## config.mk

```make
export PLATFORM = sky130hd
export DESIGN_NAME = mult_div_seq
export DESIGN_NICKNAME = d
export VERILOG_FILES = /design/src/rtl/mult_div_seq_pkg.sv /design/src/rtl/mult_div_seq_md_abs_neg.sv /design/src/rtl/mult_div_seq.sv
export SDC_FILE = /design/constraint.sdc
export NUM_CORES = 1
export LEC_CHECK = 0
export ABC_AREA = 1
export CORE_UTILIZATION = 57
export CTS_CLUSTER_DIAMETER = 60
export DETAILED_ROUTE_END_ITERATION = 7
export GPL_TIMING_DRIVEN = 0
export HOLD_SLACK_MARGIN = 0.05
export MAX_ROUTING_LAYER = met4
export PLACE_DENSITY_LB_ADDON = 0.12
export SYNTH_ARGS = -nofsm -noshare
export SYNTH_HDL_FRONTEND = slang
export SYNTH_SLANG_ARGS = --single-unit
```

## constraint.sdc

```tcl
create_clock -name clock -period 3.1 [get_ports clock]
set_input_delay 0.465 -clock clock [delete_from_list [all_inputs] [get_ports clock]]
set_output_delay 0.465 -clock clock [all_outputs]
set_load 0.01 [all_outputs]
```

## src/rtl/mult_div_seq_pkg.sv

```systemverilog
// rtl/mult_div_seq_pkg.sv - shared state encoding and op codes for the multiply-divide unit
package mult_div_seq_pkg;

    typedef logic [1:0] md_op_t;
    typedef logic [1:0] md_state_t;

    // op = {unsigned, is_div}; the control unit decodes with the same constants
    localparam md_op_t OP_MULT  = 2'b00;
    localparam md_op_t OP_DIV   = 2'b01;
    localparam md_op_t OP_MULTU = 2'b10;
    localparam md_op_t OP_DIVU  = 2'b11;

    localparam md_state_t ST_IDLE = 2'd0;
    localparam md_state_t ST_RUN  = 2'd1;
    localparam md_state_t ST_FIX  = 2'd2;
    localparam md_state_t ST_DZ   = 2'd3;

endpackage

```

## src/rtl/mult_div_seq_md_abs_neg.sv

```systemverilog
// rtl/mult_div_seq_md_abs_neg.sv - conditional two's-complement negate (absolute value when neg_i = sign bit)
module md_abs_neg #(
    parameter int W = 32
) (
    input  logic [W-1:0] val_i,
    input  logic         neg_i,
    output logic [W-1:0] res_o
);

    assign res_o = neg_i ? (-val_i) : val_i;

endmodule

```

## src/rtl/mult_div_seq.sv

```systemverilog
// rtl/mult_div_seq.sv - iterative signed/unsigned multiply-divide unit writing the HI/LO pair
module mult_div_seq
    import mult_div_seq_pkg::*;
#(
    parameter int WIDTH       = 32,
    parameter int UNSIGNED_EN = 1
) (
    input  logic             clock,
    input  logic             reset,
    input  logic             start,
    input  logic [1:0]       op,
    input  logic [WIDTH-1:0] a_in,
    input  logic [WIDTH-1:0] b_in,
    output logic             busy,
    output logic             done,
    output logic             div_zero,
    output logic [WIDTH-1:0] hi_out,
    output logic [WIDTH-1:0] lo_out
);

    localparam int CNT_W = $clog2(WIDTH + 1);

    md_state_t          state_q, state_d;
    logic [CNT_W-1:0]   cnt_q, cnt_d;
    logic [2*WIDTH-1:0] acc_q, acc_d;
    logic [WIDTH-1:0]   rem_q, rem_d;
    logic [WIDTH-1:0]   mag_q, mag_d;
    logic               is_div_q, is_div_d;
    logic               neg_q_q, neg_q_d;
    logic               neg_r_q, neg_r_d;
    logic               busy_q, busy_d;
    logic               done_q, done_d;
    logic               dz_q, dz_d;
    logic [WIDTH-1:0]   hi_q, hi_d;
    logic [WIDTH-1:0]   lo_q, lo_d;

    logic               signed_mode, sign_a, sign_b;
    logic [WIDTH-1:0]   abs_a, abs_b;
    logic [2*WIDTH-1:0] prod_fix;
    logic [WIDTH-1:0]   quo_fix, rem_fix;
    logic [WIDTH:0]     addend, add_sum, shifted, diff;
    logic               ge;

    assign signed_mode = !((UNSIGNED_EN != 0) && op[1]);
    assign sign_a      = signed_mode & a_in[WIDTH-1];
    assign sign_b      = signed_mode & b_in[WIDTH-1];

    md_abs_neg #(.W(WIDTH))   u_abs_a    (.val_i(a_in),              .neg_i(sign_a),  .res_o(abs_a));
    md_abs_neg #(.W(WIDTH))   u_abs_b    (.val_i(b_in),              .neg_i(sign_b),  .res_o(abs_b));
    md_abs_neg #(.W(2*WIDTH)) u_fix_prod (.val_i(acc_q),             .neg_i(neg_q_q), .res_o(prod_fix));
    md_abs_neg #(.W(WIDTH))   u_fix_quo  (.val_i(acc_q[WIDTH-1:0]),  .neg_i(neg_q_q), .res_o(quo_fix));
    md_abs_neg #(.W(WIDTH))   u_fix_rem  (.val_i(rem_q),             .neg_i(neg_r_q), .res_o(rem_fix));

    // Multiply: upper half accumulates the multiplicand, whole pair shifts right each step.
    // Divide: restoring step; the quotient bit shifts into the low half as the dividend shifts out.
    assign addend  = acc_q[0] ? {1'b0, mag_q} : '0;
    assign add_sum = {1'b0, acc_q[2*WIDTH-1:WIDTH]} + addend;
    assign shifted = {rem_q, acc_q[WIDTH-1]};
    assign diff    = shifted - {1'b0, mag_q};
    assign ge      = ~diff[WIDTH];

    always_comb begin
        state_d  = state_q;
        cnt_d    = cnt_q;
        acc_d    = acc_q;
        rem_d    = rem_q;
        mag_d    = mag_q;
        is_div_d = is_div_q;
        neg_q_d  = neg_q_q;
        neg_r_d  = neg_r_q;
        busy_d   = busy_q;
        done_d   = 1'b0;
        dz_d     = 1'b0;
        hi_d     = hi_q;
        lo_d     = lo_q;
        case (state_q)
            ST_IDLE: begin
                if (start && !done_q) begin
                    is_div_d = op[0];
                    neg_q_d  = sign_a ^ sign_b;
                    neg_r_d  = sign_a;
                    cnt_d    = CNT_W'(WIDTH);
                    rem_d    = '0;
                    busy_d   = 1'b1;
                    if (op[0] && (b_in == '0)) begin
                        state_d = ST_DZ;
                    end else begin
                        state_d = ST_RUN;
                        mag_d   = op[0] ? abs_b : abs_a;
                        acc_d   = {{WIDTH{1'b0}}, (op[0] ? abs_a : abs_b)};
                    end
                end
            end
            ST_RUN: begin
                cnt_d = cnt_q - CNT_W'(1);
                if (is_div_q) begin
                    rem_d = ge ? diff[WIDTH-1:0] : shifted[WIDTH-1:0];
                    acc_d = {acc_q[2*WIDTH-1:WIDTH], acc_q[WIDTH-2:0], ge};
                end else begin
                    acc_d = {add_sum, acc_q[WIDTH-1:1]};
                end
                if (cnt_q == CNT_W'(1)) begin
                    state_d = ST_FIX;
                end
            end
            ST_FIX: begin
                if (is_div_q) begin
                    hi_d = rem_fix;
                    lo_d = quo_fix;
                end else begin
                    {hi_d, lo_d} = prod_fix;
                end
                done_d  = 1'b1;
                busy_d  = 1'b0;
                state_d = ST_IDLE;
            end
            ST_DZ: begin
                done_d  = 1'b1;
                dz_d    = 1'b1;
                busy_d  = 1'b0;
                state_d = ST_IDLE;
            end
            default: state_d = ST_IDLE;
        endcase
    end

    always_ff @(posedge clock) begin
        if (reset) begin
            state_q  <= ST_IDLE;
            cnt_q    <= '0;
            acc_q    <= '0;
            rem_q    <= '0;
            mag_q    <= '0;
            is_div_q <= 1'b0;
            neg_q_q  <= 1'b0;
            neg_r_q  <= 1'b0;
            busy_q   <= 1'b0;
            done_q   <= 1'b0;
            dz_q     <= 1'b0;
            hi_q     <= '0;
            lo_q     <= '0;
        end else begin
            state_q  <= state_d;
            cnt_q    <= cnt_d;
            acc_q    <= acc_d;
            rem_q    <= rem_d;
            mag_q    <= mag_d;
            is_div_q <= is_div_d;
            neg_q_q  <= neg_q_d;
            neg_r_q  <= neg_r_d;
            busy_q   <= busy_d;
            done_q   <= done_d;
            dz_q     <= dz_d;
            hi_q     <= hi_d;
            lo_q     <= lo_d;
        end
    end

    assign busy     = busy_q;
    assign done     = done_q;
    assign div_zero = dz_q;
    assign hi_out   = hi_q;
    assign lo_out   = lo_q;

endmodule

```

==> flow_metrics.py <==
metrics = {
    "status": {
        "status": "finished clean",
    },
    "min_path": {
        "hold_depth": 2,
        "hold_class": "flip-flop to flip-flop",
    },
    "detailed_routing": {
        "ant_nets": 0,
        "wirelength_mm": 81.7,
        "num_vias": 24583,
        "drt_iter0_drc": 3702,
        "wl_per_cell_um": 20.2,
        "vias_per_cell": 6.07,
        "drc_errors": 0,
        "firstDrtPassIters": 6,
    },
    "clock_tree": {
        "clock_path_buffers": 3,
        "cts_hold_buf": 0,
        "cts_tree": "built",
        "clock_sinks": 206,
        "clk_pin_slew_worst_paths_ns": 0.07,
        "cts-root-buf": "clkbuf_16",
        "numCtsBuffers": 27,
        "clk_latency_ns": 0.57,
        "cts_max_level": 1,
    },
    "global_route": {
        "met1_usage": 0.592,
        "grt_use_met3": 0.0995,
        "top_usage_layer": "met2",
        "grt_pass1_vias": 22082,
        "grt_usage": 0.469,
        "grt_pass1_wl_mm": 124,
        "grt_max_degree": 17,
        "grt_overflow": 0,
        "grtUsageMet2": 0.684,
        "antenna_found_initial": 2,
    },
    "cells_and_area": {
        "n_fill_cell": 3197,
        "post-route-util": 0.663,
        "area_delta_synth_final_pct": 14.5,
        "drive_gt1_frac": 0.0536,
        "final_area_mm2": 0.0222,
        "final_nets": 3718,
        "ff_latch_area_mm2": 0.00412,
        "multi_input_area_mm2": 0.0129,
    },
    "placement": {
        "port_buffers": 135,
        "dp_slack_ns": -0.0656,
        "routabilityCongestion": 1.19,
        "placed_area_mm2": 0.0213,
        "dp_hpwl_mm": 66.4,
    },
    "sta": {
        "fin_skew_ns": 0.0229,
        "max-slew-margin-rel": 0.271,
        "holdWs_ns": 0.478,
        "fin_crit_ns": 2.99,
        "setup_viol_count_final": 0,
        "finalHoldViolCount": 0,
        "worst_slack_ns": 0.115,
        "rsz0062_at_grt": "no",
        "max_clock_freq_mhz": 335,
        "drv_slew": 0,
        "worst_slew_pin_slew_ns": 1.09,
        "finalCritPeriodShare": 0.963,
    },
    "synth": {
        "avgSynthCellArea_um2": 5.67,
        "syn-instance-count": 3415,
        "ys_seq_area_frac": 0.213,
        "yosys-top-cells-area": "dfxtp_1 (21%), nand2_1 (18%), nand3_1 (9.2%), inv_1 (8.9%), a21oi_1 (7.3%)",
        "ys_ff_latch": 206,
        "yosysMostFrequentCell": "nand2_1",
        "yosys_warnings": 0,
        "synth_top_area_share": 0.213,
        "synth_cell_type_count": 55,
        "synth_top_cell_by_area": "dfxtp_1",
        "synth_edf_count": 0,
        "async_flop_share": 0,
        "yosys_most_used_dff": "dfxtp_1",
        "netlist_area_mm2": 0.0194,
        "syn-num-nets": 3556,
        "synth_common_cells": "nand2_1 (954), inv_1 (460), nand3_1 (357), nor2_1 (355), a21oi_1 (284)",
    },
    "setup_path": {
        "reg2reg_depth": 6,
        "cp_max_fo": 10,
        "critPathLaunchType": "flip-flop",
        "worstPathArrival_ns": 3.44,
        "critPathKind": "flip-flop to flip-flop",
        "end_kind": "flip-flop",
        "worstPathRequired_ns": 3.56,
    },
    "floorplan": {
        "die-area_mm2": 0.0347,
        "core_area_mm2": 0.0334,
        "dieWidth_um": 186,
        "ioPinCount": 136,
        "die_y_um": 186,
        "start_util": 0.579,
        "fp-row-count": 67,
    },
    "power_and_ir_drop": {
        "total_power_w": 0.0103,
        "power_leakage_nw": 11.0,
        "ir_worst_vdd_uv": 527,
        "powerDensity_mw_per_mm2": 466,
    },
    "run": {
        "max_cap_viol_count": 0,
    },
}
routing by layer:
metal / vias to the layer above / part of all wire
met4: 0 / 0.072
met1: 11059 / 0.39
met5: - / 0
li1: 11426 / -
met2: 1752 / 0.41
met3: 346 / 0.13
power by group:
group | internal [W] | switching [W]
logic | 0.00122 | 0.00271
registers | 0.00291 | 0.000343
clock network | 0.00180 | 0.00136
total | 0.00592 | 0.00441
timing repair:
item / CTS / global route
setup endpoints to repair: 2 / 3
resized for setup: 0 / 3
setup buffers: 0 / 0
kinds of logic after synthesis:
| logic type | after synthesis | share of synthesized area |
|---|---|---|
| AO/OA/AOI/OAI | 591 | 0.166 |
| XOR/XNOR | 62 | 0.0280 |
| adder cells (fa/ha/maj) | 72 | 0.0473 |
| buffers and inverters | 600 | 0.123 |
| flip-flops | 206 | 0.213 |
| multiplexers | 1 | 0.000517 |
| AND/OR/NAND/NOR | 1883 | 0.422 |
state kept, by name, indices dropped and copies added (netlist names), 2 cells and up:
name     flops
acc_q       64
lo_out      32
hi_out      32
mag_q       32
state_q      2
rem_q       32
cnt_q        6
layout by cell type, fill, tap and decap left out, types with 7 or more instances in the layout:
cell | synthesis | layout
nand3_1 | 357 | 357
clkdlybuf4s50_1 | 0 | 135
clkbuf_1 | 61 | 60
or2_2 | 15 | 15
a31oi_1 | 14 | 14
buf_6 | 11 | 11
and2_1 | 9 | 9
inv_1 | 460 | 459
o21ai_1 | 12 | 13
a22oi_1 | 15 | 15
nor2_1 | 355 | 355
nand4_1 | 63 | 63
ha_1 | 70 | 70
xnor2_1 | 16 | 16
nand3_2 | 11 | 11
o221ai_1 | 8 | 8
nand2_2 | 25 | 25
nand3b_1 | 22 | 22
clkbuf_8 | 0 | 7
nand2_1 | 954 | 954
xor2_1 | 46 | 46
o22ai_1 | 13 | 13
clkbuf_16 | 0 | 27
dfxtp_1 | 206 | 206
nor2_2 | 12 | 12
o21ai_0 | 192 | 191
a21oi_1 | 284 | 283
nor3_1 | 37 | 37
o21bai_1 | 11 | 11
buf_2 | 24 | 24
buf_1 | 22 | 22
inv_2 | 15 | 16
o211ai_1 | 14 | 14
critical path, cell delays in order, from the launching register on:
cell	delay [ns]
dfxtp_1	0.39
inv_1	0.13
nor2_1	0.84
clkbuf_1	0.67
o21ai_0	0.40
nor2_1	0.35
nor2_1	0.08
final timing paths:
check,start,end,slack (ns)
max,state_q[1]$_SDFFE_PP0P_,hi_out[21]$_SDFFE_PP0P_,0.11
min,cnt_q[1]$_SDFFE_PP0P_,cnt_q[1]$_SDFFE_PP0P_,0.48
max reg2reg,state_q[1]$_SDFFE_PP0P_,hi_out[21]$_SDFFE_PP0P_,0.11
min reg2reg,cnt_q[1]$_SDFFE_PP0P_,cnt_q[1]$_SDFFE_PP0P_,0.48
stage by stage:
| step | std cells | setup TNS [ns] |
|---|---|---|
| 3_5_place_dp | 3998 | -0.0743 |
| 6_report | 4048 | 0 |
| 3_3_place_gp | 3998 | 0 |
| 4_1_cts | 4047 | 0 |
| 2_1_floorplan | 3415 | 0 |
| 5_1_grt | 4048 | 0 |
layout make-up:
cell class | instances | area share
clock inverter | 15 | 0.00530
multi-input combinational | 2609 | 0.580
tap | 448 | 0.0253
inverter | 478 | 0.0810
timing repair buffer | 135 | 0.0609
sequential | 206 | 0.186
buffer | 120 | 0.0261
clock buffer | 35 | 0.0350
antenna | 2 | 0.000226
Power figures use the tool's default switching activity.
